<file path="src/rtl/debounce_pkg.sv">
// Shared types and helpers for the button debouncer array.
// The state encoding keeps bits [1:0] high only while the button is accepted.
package debounce_pkg;

  typedef enum logic [2:0] {
    IDLE    = 3'd0,
    ARMING  = 3'd1,
    PRESSED = 3'd3,
    LONG    = 3'd7,
    RELEASE = 3'd2
  } state_t;

  function automatic int max(input int a, input int b);
    return (a > b) ? a : b;
  endfunction

endpackage

</file>
<file path="src/rtl/debounce_channel.sv">
// One button: input sync flop, qualification/long/repeat/lockout FSM and
// registered one-cycle event pulses. All timing is counted in tick strobes.
module debounce_channel
  import debounce_pkg::*;
#(
  parameter int STABLE_TICKS  = 2,
  parameter int LONG_TICKS    = 8,
  parameter int REPEAT_TICKS  = 4,
  parameter int RELEASE_TICKS = 1
) (
  input  logic clk,
  input  logic rst_n,
  input  logic tick,
  input  logic button,
  output logic debounced,
  output logic press,
  output logic released,
  output logic long_press,
  output logic repeated
);

  localparam int MAX_TICKS = max(max(STABLE_TICKS, LONG_TICKS),
                                 max(REPEAT_TICKS, RELEASE_TICKS));
  localparam int CNT_W = $clog2(MAX_TICKS) + 1;

  localparam logic [CNT_W-1:0] STABLE_LAST  = CNT_W'(STABLE_TICKS - 1);
  localparam logic [CNT_W-1:0] LONG_LAST    = CNT_W'(LONG_TICKS - 1);
  localparam logic [CNT_W-1:0] REPEAT_LAST  = CNT_W'(REPEAT_TICKS - 1);
  localparam logic [CNT_W-1:0] RELEASE_LAST = CNT_W'(RELEASE_TICKS - 1);

  state_t           state;
  logic [CNT_W-1:0] cnt;
  logic             button_d;

  always_ff @(posedge clk) begin
    if (!rst_n) begin
      state      <= IDLE;
      cnt        <= '0;
      button_d   <= 1'b0;
      press      <= 1'b0;
      released   <= 1'b0;
      long_press <= 1'b0;
      repeated   <= 1'b0;
    end else begin
      button_d   <= button;
      press      <= 1'b0;
      released   <= 1'b0;
      long_press <= 1'b0;
      repeated   <= 1'b0;
      // A low sample always beats a coincident tick in the active states.
      case (state)
        IDLE: begin
          if (tick && button_d) begin
            state <= ARMING;
            cnt   <= CNT_W'(1);
          end
        end
        ARMING: begin
          if (!button_d) begin
            state <= IDLE;
            cnt   <= '0;
          end else if (tick) begin
            if (cnt == STABLE_LAST) begin
              state <= PRESSED;
              cnt   <= '0;
              press <= 1'b1;
            end else begin
              cnt <= cnt + 1'b1;
            end
          end
        end
        PRESSED: begin
          if (!button_d) begin
            state    <= RELEASE;
            cnt      <= '0;
            released <= 1'b1;
          end else if (tick) begin
            if (cnt == LONG_LAST) begin
              state      <= LONG;
              cnt        <= '0;
              long_press <= 1'b1;
            end else begin
              cnt <= cnt + 1'b1;
            end
          end
        end
        LONG: begin
          if (!button_d) begin
            state    <= RELEASE;
            cnt      <= '0;
            released <= 1'b1;
          end else if (tick && (REPEAT_TICKS != 0)) begin
            if (cnt == REPEAT_LAST) begin
              cnt      <= '0;
              repeated <= 1'b1;
            end else begin
              cnt <= cnt + 1'b1;
            end
          end
        end
        RELEASE: begin
          if (tick) begin
            if (cnt == RELEASE_LAST) begin
              state <= IDLE;
              cnt   <= '0;
            end else begin
              cnt <= cnt + 1'b1;
            end
          end
        end
        default: begin
          state <= IDLE;
          cnt   <= '0;
        end
      endcase
    end
  end

  assign debounced = (state == PRESSED) || (state == LONG);

endmodule

</file>
<file path="src/rtl/debouncer_array.sv">
// Front-panel debouncer: CHANNELS independent debounce_channel instances
// sharing clock, reset and the slow tick strobe.
module debouncer_array
  import debounce_pkg::*;
#(
  parameter int CHANNELS      = 4,
  parameter int STABLE_TICKS  = 2,
  parameter int LONG_TICKS    = 8,
  parameter int REPEAT_TICKS  = 4,
  parameter int RELEASE_TICKS = 1
) (
  input  logic                clk,
  input  logic                rst_n,
  input  logic                tick,
  input  logic [CHANNELS-1:0] button,
  output logic [CHANNELS-1:0] debounced,
  output logic [CHANNELS-1:0] press,
  output logic [CHANNELS-1:0] released,
  output logic [CHANNELS-1:0] long_press,
  output logic [CHANNELS-1:0] repeated
);

  for (genvar i = 0; i < CHANNELS; i++) begin : g_ch
    debounce_channel #(
      .STABLE_TICKS (STABLE_TICKS),
      .LONG_TICKS   (LONG_TICKS),
      .REPEAT_TICKS (REPEAT_TICKS),
      .RELEASE_TICKS(RELEASE_TICKS)
    ) u_ch (
      .clk       (clk),
      .rst_n     (rst_n),
      .tick      (tick),
      .button    (button[i]),
      .debounced (debounced[i]),
      .press     (press[i]),
      .released  (released[i]),
      .long_press(long_press[i]),
      .repeated  (repeated[i])
    );
  end

endmodule
</file>
<file path="config.mk">
export PLATFORM = sky130hd
export DESIGN_NAME = debouncer_array
export DESIGN_NICKNAME = d
export VERILOG_FILES = /design/src/rtl/debounce_pkg.sv /design/src/rtl/debounce_channel.sv /design/src/rtl/debouncer_array.sv
export SDC_FILE = /design/constraint.sdc
export NUM_CORES = 1
export LEC_CHECK = 0
export CORE_MARGIN = 4
export CORE_UTILIZATION = 69
export DETAILED_ROUTE_END_ITERATION = 7
export DONT_BUFFER_PORTS = 1
export PLACE_DENSITY = 0.91
export SYNTH_ARGS = -nofsm -noshare
export SYNTH_HDL_FRONTEND = slang
export SYNTH_SLANG_ARGS = --single-unit
</file>
<file path="constraint.sdc">
create_clock -name clk -period 4.6 [get_ports clk]
set_input_delay 1.38 -clock clk [delete_from_list [all_inputs] [get_ports clk]]
set_output_delay 1.38 -clock clk [all_outputs]
set_load 0.03 [all_outputs]
</file>
==> results.cfg, run 1 <==
[logic_synthesis]
yosysSeqAreaShare_pct = 31.8
synth_nets = 397
ys_seq_elements = 48
yosysMostFrequentCell = dfxtp_1
postSynthCellCount = 378
async_reset_ff_share_pct = 0
synth_cell_types = 63
ys_top_cells_by_area = dfxtp_1 (32%), buf_4 (5.2%), ha_1 (5.0%)
syn-cell-area_um2 = 3020
ys.flop_type = dfxtp_1
synth_top_area_share_pct = 31.8
yosysTopAreaCell = dfxtp_1
avgSynthCellArea_um2 = 8.00
synth_top_cells_by_count = dfxtp_1 (48), nand2_1 (32), inv_1 (26)
yosys_warnings = 0
synth_edf_count = 0

[route]
wl_um = 6320
wl_per_cell_um = 16.2
ant_nets = 0
drt-initial-drc-count = 376
viasPerCell = 6.72
drc = 0
num_vias = 2616
detail_route.first_pass.iterations = 5

[global_routing]
grt_max_degree = 35
grt_pass1_wl_um = 10900
overflow = 0
grt_antenna_before_repair = 1
grt_usage_pct = 24.9
grt_pass1_vias = 2476

[setup_path]
cp.required_ns = 3.22
crit_type = reg -> out
cp-end-kind = output port
critPathMaxFanout = 12
startpoint_type = register
crit_arrival_ns = 1.36

[cells_and_area]
drive_gt1_share_pct = 6.19
syn_to_final_growth_pct = -3.81
num_antenna_cells = 0
design_area_um2 = 2910
nets = 357

[clock_network]
cts_setup_buffers = 0
cts_buffer_depth = 2
cts_tree = done
cts_buffers = 5
cts_max_level = 2
insertion_delay_ns = 0.31
cts_resized = 0
cts.sinks = 48
cts.clk_slew.worst_paths_ns = 0.08
cts_hold_buf = 0
root_buffer = clkbuf_8

[floorplan]
dieArea_um2 = 5500
start_util_pct = 73.5
rows = 23
ios = 27
core_um2 = 4120
die_height_um = 74.2
die_x_um = 74.2

[sta]
final_hold_viol_count = 0
max_slew_margin_pct = 62.9
finalCriticalPeriod_ns = 2.74
worstMarginPinSlew_ns = 0.555
slew_viol_final = 0
max_freq_ghz = 0.365
tns_ns = 0
finalSetupViolCount = 0
final.setup_skew_ns = 0.00809
fin_crit_sh_pct = 59.5
rsz0062_at_grt = false

[flow_run]
cap_violations = 0

[pwr]
p_leak_nw = 0.996
fin_total_pwr_mw = 0.822
p_per_area_nw_per_um2 = 283
vdd_drop_max_mv = 0.230

[hold_path]
hold_path_class = reg -> reg

[placed_design]
placed_cell_area_um2 = 2800
io_buffers = 0
routabilityCongestion = 0.897
dp_hpwl_um = 4360

[outcome]
status = finished clean
==> worst paths after layout <==
kind | startpoint | to | slack, ns | cells past startpoint
hold / removal | g_ch[1].u_ch.cnt[0] | g_ch[1].u_ch.cnt[0] | 0.54 | 2
hold reg to reg | g_ch[1].u_ch.cnt[0] | g_ch[1].u_ch.cnt[0] | 0.54 | 2
setup / recovery | g_ch[2].u_ch.state[1] | debounced[2] | 1.86 | 2
setup reg to reg | g_ch[0].u_ch.cnt[0] | g_ch[0].u_ch.cnt[3] | 2.70 | 6
==> worst max-delay path: stages, from the launching register on <==
cell and delay [ns]:
dfxtp_1 0.55, nand2_1 0.23, inv_1 0.27
==> metrics by stage <==
| step | hold WS [ns] | std cells | utilization, % | setup slack, ns |
|---|---|---|---|---|
| 2_1_floorplan | 0.490 | 378 | - | 2.18 |
| 3_3_place_gp | 0.517 | 381 | 68.0 | 2.16 |
| 3_5_place_dp | 0.535 | 381 | 68.0 | 2.06 |
| 4_1_cts | 0.548 | 389 | 70.7 | 1.88 |
| 5_1_grt | 0.587 | 389 | 70.7 | 1.78 |
| 6_report | 0.543 | 389 | 70.7 | 1.86 |
==> logic make-up after synthesis <==
group / Yosys count / synth area share (%)
simple gates: 145 / 26.8
compound gates: 99 / 23.4
buf+inv: 73 / 12.7
flops: 48 / 31.8
fa+ha+maj: 12 / 4.97
mux: 1 / 0.331
==> where the power goes <==
part / internal (mW) / switching (mW)
Sequential: 0.423 / 0.0184
Clock: 0.161 / 0.137
Combinational: 0.0365 / 0.0453
==> layout by cell type (no fill, tap or decap), types with 2 or more instances in the layout <==
| cell type | count |
|---|---|
| and4b_1 | 2 |
| nor3_1 | 21 |
| nand2b_1 | 2 |
| a21o_1 | 3 |
| a211oi_1 | 10 |
| nor4_1 | 7 |
| nor2_1 | 12 |
| a31oi_1 | 3 |
| nand4b_1 | 2 |
| ha_1 | 12 |
| nand3_1 | 18 |
| o22ai_1 | 5 |
| a21oi_1 | 22 |
| nor2b_1 | 3 |
| and3b_1 | 3 |
| and2_1 | 6 |
| or2_2 | 6 |
| o211ai_1 | 3 |
| nor4bb_1 | 4 |
| o2bb2ai_1 | 3 |
| clkbuf_8 | 5 |
| inv_1 | 26 |
| o21a_1 | 6 |
| o221ai_1 | 4 |
| nand4_1 | 6 |
| nand3b_1 | 6 |
| and3_1 | 3 |
| nand2_1 | 32 |
| a31o_2 | 2 |
| dfxtp_1 | 48 |
| a2bb2oi_1 | 3 |
| or3b_1 | 3 |
| o31ai_1 | 3 |
| o21ai_0 | 13 |
| nor3b_1 | 5 |
| o22a_1 | 2 |
==> flip-flops by register name, indices dropped and copies added, names as in the netlist <==
register	count
g_ch.u_ch.cnt	16
g_ch.u_ch.long_press	4
g_ch.u_ch.state	12
g_ch.u_ch.repeated	4
g_ch.u_ch.button_d	4
g_ch.u_ch.released	4
g_ch.u_ch.press	4
==> layout make-up <==
type	count	area, um2
clock buffer	6	72.6
tap	50	62.6
sequential	48	961
multi-input combinational	257	1680
fill	336	1210
clock inverter	2	35.0
inverter	26	97.6
==> layer usage <==
metal,part of all wire [%],global-route usage [%],wire length (um),vias up
met2,48,41.6,3040,88
met1,44,31.2,2780,1250
met4,1.4,8.65,87,2
met5,0.21,0,13,-
met3,6.3,6.35,399,13
li1,-,-,-,1263
Note: power is estimated with default switching activity, not from simulation.
==> inputs of run 2 (changes only) <==
- CORE_UTILIZATION: 69 -> 64
- PLACE_DENSITY: 0.91 -> 0.86
- clock period: 4.6 -> 2.8 ns (I/O delays scaled with it)
==> run 2 against run 1 <==
Effect of this change:
- critical path depth is the same
- clock skew shrank 0.0046 ns
- sequential share of layout area shrank 0.24 points
- die area grew 7.0%
- total power grew 71%
- clock power grew 84%
- non-clock buffer count is the same
- register-to-register slack lost 1.8 ns
- combinational power grew 60%
- sequential power grew 64%
- worst hold slack gained 0.0047 ns
- count of clock-buffer cells in the layout grew 1
- largest power group unchanged
==> results.cfg, run 2 (synthesized netlist as in run 1, its figures left out) <==
[cells_and_area]
syn_to_final_growth_pct = -3.10
regArea_um2 = 961
top_register = g_ch.u_ch.cnt
multi_input_area_um2 = 1680
drive_gt1_share_pct = 6.49
nets = 357
biggestRegsByFlops = g_ch.u_ch.cnt: 16 flops, g_ch.u_ch.state: 12 flops
num_antenna_cells = 0
layout_common_cells = dfxtp_1 (48), nand2_1 (32), inv_1 (26)
fin_cells = 391
largest_register_ffs = 16
fillerInstances = 373
final_common_cell = dfxtp_1

[clock_network]
cts_tree = done
cts_hold_buf = 0
cts_max_level = 2
cts_setup_buffers = 0
insertion_delay_ns = 0.30
cts_buffers = 5
cts_buffer_depth = 2
cts_resized = 0
cts.sinks = 48
cts.clk_slew.worst_paths_ns = 0.09
root_buffer = clkbuf_8

[setup_path]
cp-end-kind = output port
r2r_cells = 6
cp.required_ns = 1.96
critPathMaxFanout = 13
crit_type = reg -> out
crit_arrival_ns = 1.37
startpoint_type = register
r2r-end = g_ch[0].u_ch.cnt[3]
rr_startpoint = g_ch[0].u_ch.cnt[0]
r2r_setup_slack_ns = 0.94

[global_routing]
grt_antenna_before_repair = 0
grt_pass1_vias = 2414
overflow = 0
grt.busiest_layer = met2
use_met1_pct = 27.2
use_met3_pct = 4.10
grt_usage_pct = 21.7
met2_usage_pct = 37.5
grt_max_degree = 35
grt_pass1_wl_um = 10800

[route]
detail_route.first_pass.iterations = 5
viasPerCell = 6.71
drc = 0
drt-initial-drc-count = 250
wl_um = 6310
ant_nets = 0
wl_per_cell_um = 16.1
num_vias = 2622

[placed_design]
place_inst = 383
io_buffers = 0
routabilityCongestion = 0.937
dp_hpwl_um = 4260

[pwr]
vdd_drop_max_mv = 0.284
power.switching_mw = 0.336
internal_power_mw = 1.07
p_leak_nw = 1.01
power_frac_seq_pct = 51.5
fin_total_pwr_mw = 1.41
p_comb_share_pct = 9.3
clock_power_share_pct = 39.1
p_sw_share_pct = 23.9
p_per_area_nw_per_um2 = 480

[flow_run]
cap_violations = 0

[hold_path]
worstHoldPathCells = 2
holdCritStartpoint = g_ch[1].u_ch.cnt[0]
hold_path_class = reg -> reg
hold_end = g_ch[1].u_ch.cnt[0]

[sta]
rsz0062_at_grt = false
slew_viol_final = 0
final_hold_viol_count = 0
finalSetupViolCount = 0
tns_ns = 0
final.setup_skew_ns = 0.00352
max_freq_ghz = 0.453
fin_crit_sh_pct = 78.8
max_slew_margin_pct = 63.2
worstMarginPinSlew_ns = 0.547
finalCriticalPeriod_ns = 2.21

[floorplan]
rows = 24
die_x_um = 76.7
core_um2 = 4470
start_util_pct = 67.6
ios = 27
die_height_um = 76.7
dieArea_um2 = 5890

[outcome]
status = finished clean
[run 2: changes by cell type in the layout (fill, tap and decap cells not counted), sizes merged]
cell,delta
clkbuf,+1
clkinv,-1
[run 2: worst max-delay path by stage]
stage,startpoint,endpoint,slack (ns),depth (start not counted)
after floorplan,rst_n,g_ch[2].u_ch.cnt[2],0.92,5
after global placement,tick,g_ch[2].u_ch.cnt[2],0.89,5
after detailed placement,tick,g_ch[2].u_ch.cnt[2],0.83,5
after CTS,g_ch[3].u_ch.state[1],debounced[3],0.60,2
after global routing,g_ch[3].u_ch.state[1],debounced[3],0.48,2
final,g_ch[3].u_ch.state[1],debounced[3],0.59,2
[run 2: routing by layer]
metal,vias to the layer above,routed length (um),part of all wire (%)
met5,-,0,0
met2,117,3030,48
met3,14,370,5.9
li1,1267,-,-
met1,1224,2810,44
met4,0,101,1.6
[run 2: layout make-up]
| cell class | count | area share, % |
|---|---|---|
| Multi-Input combinational cell | 257 | 57.3 |
| Sequential cell | 48 | 32.8 |
| Inverter | 26 | 3.33 |
| Clock buffer | 7 | 3.29 |
| Tap cell | 52 | 2.22 |
| Clock inverter | 1 | 1.03 |
[run 2: worst max-delay path, stage by stage, from the launching register on]
cell and delay [ns]:
dfxtp_1 0.58, nand2_1 0.22, inv_1 0.27
[run 2: per-stage QoR]
stage               area [um2]  worst slack (ns)  util, %  hold WS, ns
finish                    2930             0.595     65.5        0.548
detailed placement        2800             0.828     62.6        0.537
floorplan                 3020             0.923        -        0.490
global placement          2800             0.890     62.6        0.520
CTS                       2930             0.599     65.5        0.542
global route              2930             0.484     65.5        0.569
[run 2: power groups by stage]
stage | Combinational, mW | Clock, mW | Sequential (mW)
2_1_floorplan | 0.135 | 0 | 0.721
3_3_place_gp | 0.126 | 0 | 0.739
3_5_place_dp | 0.129 | 0 | 0.740
4_1_cts | 0.130 | 0.560 | 0.724
5_1_grt | 0.148 | 0.584 | 0.728
6_report | 0.131 | 0.551 | 0.725
